===== src/rtl/vend_pkg.sv =====
// Shared definitions for the vending credit path: ALU opcodes, sequencer states, default width.
package vend_pkg;

  localparam int DEF_WIDTH = 5;

  localparam logic [2:0] OP_ADD = 3'b000;
  localparam logic [2:0] OP_SUB = 3'b001;
  localparam logic [2:0] OP_NOT = 3'b101;

  typedef enum logic [1:0] {
    ST_IDLE   = 2'd0,
    ST_ADD_EX = 2'd1,
    ST_SUB_EX = 2'd2,
    ST_REFUND = 2'd3
  } state_t;

endpackage


===== src/rtl/vend_credit_seq.sv =====
// Credit sequencer: drives the shared external ALU to add coins and charge selections,
// strobes vend/reject and hands back change through a valid/ack handshake.
module vend_credit_seq
  import vend_pkg::*;
#(
  parameter int WIDTH       = DEF_WIDTH,
  parameter int MAX_CREDIT  = 31,
  parameter int AUTO_CHANGE = 1
) (
  input  logic             clk,
  input  logic             rst_n,
  input  logic             coin_valid,
  input  logic [WIDTH-1:0] coin_value,
  output logic             coin_ready,
  input  logic             sel_valid,
  input  logic [WIDTH-1:0] price,
  output logic             sel_ready,
  input  logic             cancel,
  input  logic             change_ack,
  output logic             vend_pulse,
  output logic             reject_pulse,
  output logic             change_valid,
  output logic [WIDTH-1:0] change_value,
  output logic [WIDTH-1:0] credit,
  output logic             busy,
  output logic [WIDTH-1:0] alu_a,
  output logic [WIDTH-1:0] alu_b,
  output logic [2:0]       alu_op,
  input  logic [WIDTH-1:0] alu_result,
  input  logic             alu_carry,
  input  logic             alu_zero
);

  localparam logic [WIDTH:0] LP_MAX = (WIDTH + 1)'(MAX_CREDIT);

  state_t           r_state;
  logic [WIDTH-1:0] r_credit;
  logic [WIDTH-1:0] r_operand;
  logic             r_vend;
  logic             r_reject;
  logic             r_change_valid;
  logic [WIDTH-1:0] r_change_value;

  logic w_idle;
  logic w_over;

  assign w_idle = (r_state == ST_IDLE);
  // Carry covers a sum beyond the register; the compare covers a ceiling below full scale.
  assign w_over = alu_carry || ({1'b0, alu_result} > LP_MAX);

  assign coin_ready   = w_idle;
  assign sel_ready    = w_idle;
  assign busy         = !w_idle;
  assign credit       = r_credit;
  assign vend_pulse   = r_vend;
  assign reject_pulse = r_reject;
  assign change_valid = r_change_valid;
  assign change_value = r_change_value;

  assign alu_a  = r_credit;
  assign alu_b  = (r_state == ST_ADD_EX || r_state == ST_SUB_EX) ? r_operand : '0;
  assign alu_op = (r_state == ST_SUB_EX) ? OP_SUB : OP_ADD;

  always_ff @(posedge clk or negedge rst_n) begin
    if (!rst_n) begin
      r_state        <= ST_IDLE;
      r_credit       <= '0;
      r_operand      <= '0;
      r_vend         <= 1'b0;
      r_reject       <= 1'b0;
      r_change_valid <= 1'b0;
      r_change_value <= '0;
    end else begin
      r_vend   <= 1'b0;
      r_reject <= 1'b0;
      case (r_state)
        ST_IDLE: begin
          // Priority: cancel, then selection, then coin; losers stay pending.
          if (cancel) begin
            if (r_credit != '0) begin
              r_state        <= ST_REFUND;
              r_change_valid <= 1'b1;
              r_change_value <= r_credit;
            end
          end else if (sel_valid) begin
            r_operand <= price;
            r_state   <= ST_SUB_EX;
          end else if (coin_valid) begin
            r_operand <= coin_value;
            r_state   <= ST_ADD_EX;
          end
        end
        ST_ADD_EX: begin
          if (w_over) begin
            r_reject <= 1'b1;
          end else begin
            r_credit <= alu_result;
          end
          r_state <= ST_IDLE;
        end
        ST_SUB_EX: begin
          if (alu_carry) begin
            r_reject <= 1'b1;
            r_state  <= ST_IDLE;
          end else begin
            r_credit <= alu_result;
            r_vend   <= 1'b1;
            if (AUTO_CHANGE != 0 && !alu_zero) begin
              r_state        <= ST_REFUND;
              r_change_valid <= 1'b1;
              r_change_value <= alu_result;
            end else begin
              r_state <= ST_IDLE;
            end
          end
        end
        ST_REFUND: begin
          if (change_ack) begin
            r_credit       <= '0;
            r_change_valid <= 1'b0;
            r_state        <= ST_IDLE;
          end
        end
        default: r_state <= ST_IDLE;
      endcase
    end
  end

endmodule


===== config.mk =====
export PLATFORM = sky130hd
export DESIGN_NAME = vend_credit_seq
export DESIGN_NICKNAME = d
export VERILOG_FILES = /design/src/rtl/vend_pkg.sv /design/src/rtl/vend_credit_seq.sv
export SDC_FILE = /design/constraint.sdc
export NUM_CORES = 1
export LEC_CHECK = 0
export ABC_AREA = 1
export CORE_MARGIN = 2
export CORE_UTILIZATION = 40
export DETAILED_ROUTE_END_ITERATION = 6
export PLACE_DENSITY_LB_ADDON = 0.3
export SLEW_MARGIN = 20
export SYNTH_ARGS = -nofsm -noshare
export SYNTH_HDL_FRONTEND = slang
export SYNTH_SLANG_ARGS = --single-unit

===== constraint.sdc =====
create_clock -name clk -period 1.9 [get_ports clk]
set_input_delay 0.475 -clock clk [delete_from_list [all_inputs] [get_ports clk]]
set_output_delay 0.475 -clock clk [all_outputs]
set_load 0.02 [all_outputs]

* Yosys cells after proc, flatten, opt, wreduce, memory -nomap -nowiden
Cells that the tools add are included.
Widths: inputs -> output; s select.
** Cells by class
- Reduce and logical (&&, ||, !) cells :: 14
- Eq/ne operators :: 11
- Bitwise gates (word level) :: 1
- Mux-type cells :: 30
** Operator list (number)
- $mux 5 :: 9
- $pmux 5 s2 :: 2
- $mux 2 :: 7
- $mux 1 :: 10
- $ne 2x2->1 const B :: 5
- $reduce_and 3->1 :: 3
- $pmux 2 s4 :: 1
- $reduce_and 6->1 :: 1
- $reduce_bool 2->1 :: 3
- $reduce_and 5->1 :: 1
- $reduce_bool 5->1 :: 1
- $eq 2x2->1 const B :: 2
- $ne 4x4->1 const B :: 1
- $ne 3x2->1 const B :: 1
- $pmux 1 s3 :: 1
- $reduce_bool 3->1 :: 1
- $eq 2x1->1 const B :: 1
- $logic_not 2->1 :: 1
- $ne 2x1->1 const B :: 1
- $reduce_or 2->1 :: 1
- $logic_not 1->1 :: 1
- $logic_or 1x1->1 :: 1
- $not 1->1 :: 1
** Word-level totals
- Input bits :: 23
- Register bits :: 20
- Word-level logic and storage cells :: 63
- Output and inout bits :: 29

* Logic depth before layout (Yosys ltp)
- Word-level depth :: 4
- Depth in mapped cells :: 9
- Gate-level depth less buffers :: 8

* Worst setup path after synthesis
OpenSTA, ideal clock, no wires.
- Path type :: register to register
- Start point :: register r_state[0]
- End point :: register r_change_value[0] (netlist: change_value[0])
- Setup time :: 0.118 ns
- Data required time :: 1.782 ns
- Clock period less this slack :: 1.562 ns
- Arrival :: 1.445 ns
- Setup slack :: 0.338 ns
- Cell stages (with the launch flop) :: 9
- Path buffers :: 0
- Cell sequence :: dfrtp_1 > inv_1 > ha_1 > inv_2 > nor2_2 > nor2_4 > nand3_4 > nand2_1 > nand2_1
** On the way
- Cells in the longest elaborated chain, start to end :: 3
- Elaborated cells on any way between the ends :: 9
- Those cells by class :: eq/ne: 5; mux: 1; reduce/logical: 3
** Ends and longest elaborated chain
- from (decl) :: RTL line vend_credit_seq.sv:36 : state_t r_state;
- from (signal assigned) :: RTL line vend_credit_seq.sv:66 : r_state <= ST_IDLE;
- from (signal assigned) :: RTL line vend_credit_seq.sv:81 : r_state <= ST_REFUND;
- from (signal assigned) :: RTL line vend_credit_seq.sv:87 : r_state <= ST_SUB_EX;
- $logic_not 2->1 *
- via coin_ready :: RTL line vend_credit_seq.sv:14 : output logic coin_ready,
- $ne 2x1->1 (no line), or another cell as far along
- $reduce_and 5->1 (no line)
- to (signal assigned) :: RTL line vend_credit_seq.sv:83 : r_change_value <= r_credit;
- to (signal assigned) :: RTL line vend_credit_seq.sv:111 : r_change_value <= alu_result;
- to (decl) :: RTL line vend_credit_seq.sv:42 : logic [WIDTH-1:0] r_change_value;
The timed path passes the listed nets; every way through them passes the cells marked *.
A chain may end at the register's enable or synchronous reset.

* Worst setup path after layout
- Start point :: register r_state[1]
- End point :: output busy
** On the way
- Cells in the longest elaborated chain, start to end :: 2
** Ends and longest elaborated chain
- $logic_not 2->1 :: RTL line vend_credit_seq.sv:47 : assign w_idle = (r_state == ST_IDLE);
- $logic_not 1->1 :: RTL line vend_credit_seq.sv:53 : assign busy = !w_idle;
- to (decl) :: RTL line vend_credit_seq.sv:25 : output logic busy,
No other way between the ends.

==> metrics.yaml <==
dieArea_sq_mm: 0.00353
cts.sinks: 20
antenna_found_initial: 0
drt_wl_total_um: 2930
drtIter0Drc: 28
netlist.area_leader.share: 0.407
synth.cell_area_sq_mm: 0.00123
power.density_mw_per_mm2: 1690
period_needed_ns: 1.82
final_hold_viol_count: 0
placementRows: 20
leakagePower_nw: 0.986
ir_worst_vdd_uv: 752
vias: 1197
yosysSeqAreaShare: 0.407
synth_largest_area_cell: "dfrtp_1"
utilization: 0.608
io_buffers: 49
post_drt_wl_per_cell_um: 11.6
rr_endpoint: "alu_a[0]$_DFFE_PN0P_"
grt_pass1_wl_um: 4980
drive_above_1_share: 0.151
min_from: "change_value[1]$_DFFE_PN0P_"
layoutNonFillerInstCount: 252
coreArea_sq_mm: 0.00298
insertedDiodeCount: 0
clk_latency_ns: 0.30
dpl_cell_area_sq_mm: 0.00176
fin_area_sq_mm: 0.00181
areaGrowthSynthToFinish_pct: 47.5
crit_arrival_ns: 1.35
grt_usage: 0.187
status: "complete, no violations"
p_total_mw: 3.06
numCtsBuffers: 3
rsz0062_at_grt: "false"
post-dp-hpwl_um: 2370
regToRegSetupSlack_ns: 0.23
yosysUniqueCellTypes: 19
cp-start-kind: "flip-flop"
gp_congestion: 0.865
yosys_warnings: 0
dr.pass1.iters: 4
dp_slack_ns: -0.134
layout_common_cells: "nand2_1, clkdlybuf4s50_1, dfrtp_1"
max_freq_ghz: 0.549
synth.area.top_cells: "dfrtp_1, nand2_1, o21ai_0"
grt_overflow: 0
hold_path_class: "flip-flop to flip-flop"
fin_crit_sh: 0.960
syn_inst: 165
grt_pass1_vias: 1176
worst_slack_ns: 0.0769
layout_commonest_cell: "nand2_1"
r2r-start: "r_state[1]$_DFFE_PN0P_"
fp.dieH_um: 59.4
drcViolationCount: 0
ant_nets: 0
via_per_inst: 4.75
fp.dieW_um: 59.4
finalSetupViolations: 0
slew_violations: 0
syn_area_per_cell_sq_um: 7.45
finalClockSkew_ns: 0.00674
cp_max_fo: 6
synth_seq_cells: 20
critical_path.endpoint_type: "primary output"
drv_cap: 0
grt_max_degree: 21
final.setup.tns_ns: 0
io_pins: 52
clk_pin_slew_worst_paths_ns: 0.12
hold_end: "change_value[1]$_DFFE_PN0P_"
fin_hold_ws_ns: 0.483
clockBufferDepth: 2
final_nets: 247
numPlacedInstances: 247
reg2reg_depth: 7
start_util: 0.413
clk_root_buffer_cell: "clkbuf_4"
htree_num_levels: 1
path_class: "flip-flop to primary output"
worst_ep_required_time_ns: 1.42
cts_tree: "yes"
min_path_cells: 2
-- power breakdown --
part | total, mW | switching (mW) | internal, mW
registers | 0.732 | 0.121 | 0.611
logic | 1.97 | 1.14 | 0.837
clock network | 0.349 | 0.136 | 0.213
-- worst max path at each step --
stage                                 from                     endpoint  slack [ns]  cells after the start
floorplan           r_state[0]$_DFFE_PN0P_  change_value[0]$_DFFE_PN0P_        0.34                      8
global placement    r_state[0]$_DFFE_PN0P_                     alu_b[1]       -0.05                      5
detailed placement  r_state[1]$_DFFE_PN0P_                     alu_b[0]       -0.13                      5
CTS                 r_state[1]$_DFFE_PN0P_                     alu_b[0]       -0.01                      5
global route        r_state[1]$_DFFE_PN0P_                         busy       0.009                      4
finish              r_state[1]$_DFFE_PN0P_                         busy        0.08                      4
-- cell type report --
type                    instances  area (sq um)
clock buffers                   3          22.5
well taps                      33          41.3
flip-flops and latches         20           500
repair buffers                 60           553
fillers                       272          1170
clock inverters                 1          30.0
inverters                      22          82.6
multi-input cells             113           582
-- worst max-delay path, cell delays in order (launching register included) --
cell	delay [ns]
dfrtp_1	0.40
inv_1	0.12
ha_4	0.18
inv_2	0.04
dlygate4sd2_1	0.31
-- cell usage after synthesis, drive strengths merged --
cell	count
dfrtp	20
inv	22
buf	10
a21oi	1
o21ai	17
conb	1
nor2	12
nand2	59
nand3	5
clkbuf	1
nor3	2
nand4	11
ha	4
-- logic make-up (layout without fill, tap and decap cells) --
family,count (synthesis),after routing,share of synthesized area
simple gates,89,89,0.343
buf+inv,33,86,0.132
flops,20,20,0.407
compound gates,18,18,0.0733
fa+ha+maj,4,4,0.0407
other cells,1,2,0.00305
-- registers in the layout, indices dropped and copies added, names as in the netlist --
register	count
reject_pulse	1
alu_a	5
change_valid	1
r_operand	5
change_value	5
r_state	2
vend_pulse	1
-- layer usage --
metal,GRT usage,share of wire,vias up
li1,-,-,618
met1,0.203,0.43,542
met5,0,0,-
met3,0.0371,0.053,2
met2,0.356,0.51,35
met4,0.0584,0.0065,0
-- timing repair --
action / CTS / global route
resized for setup: 23 / 12
hold endpoints to repair: 0 / 0
buffers inserted: 0 / 1
setup endpoints to repair: 9 / 12
hold buffers: 0 / 0
No activity file was read; power rests on OpenSTA's default activity.
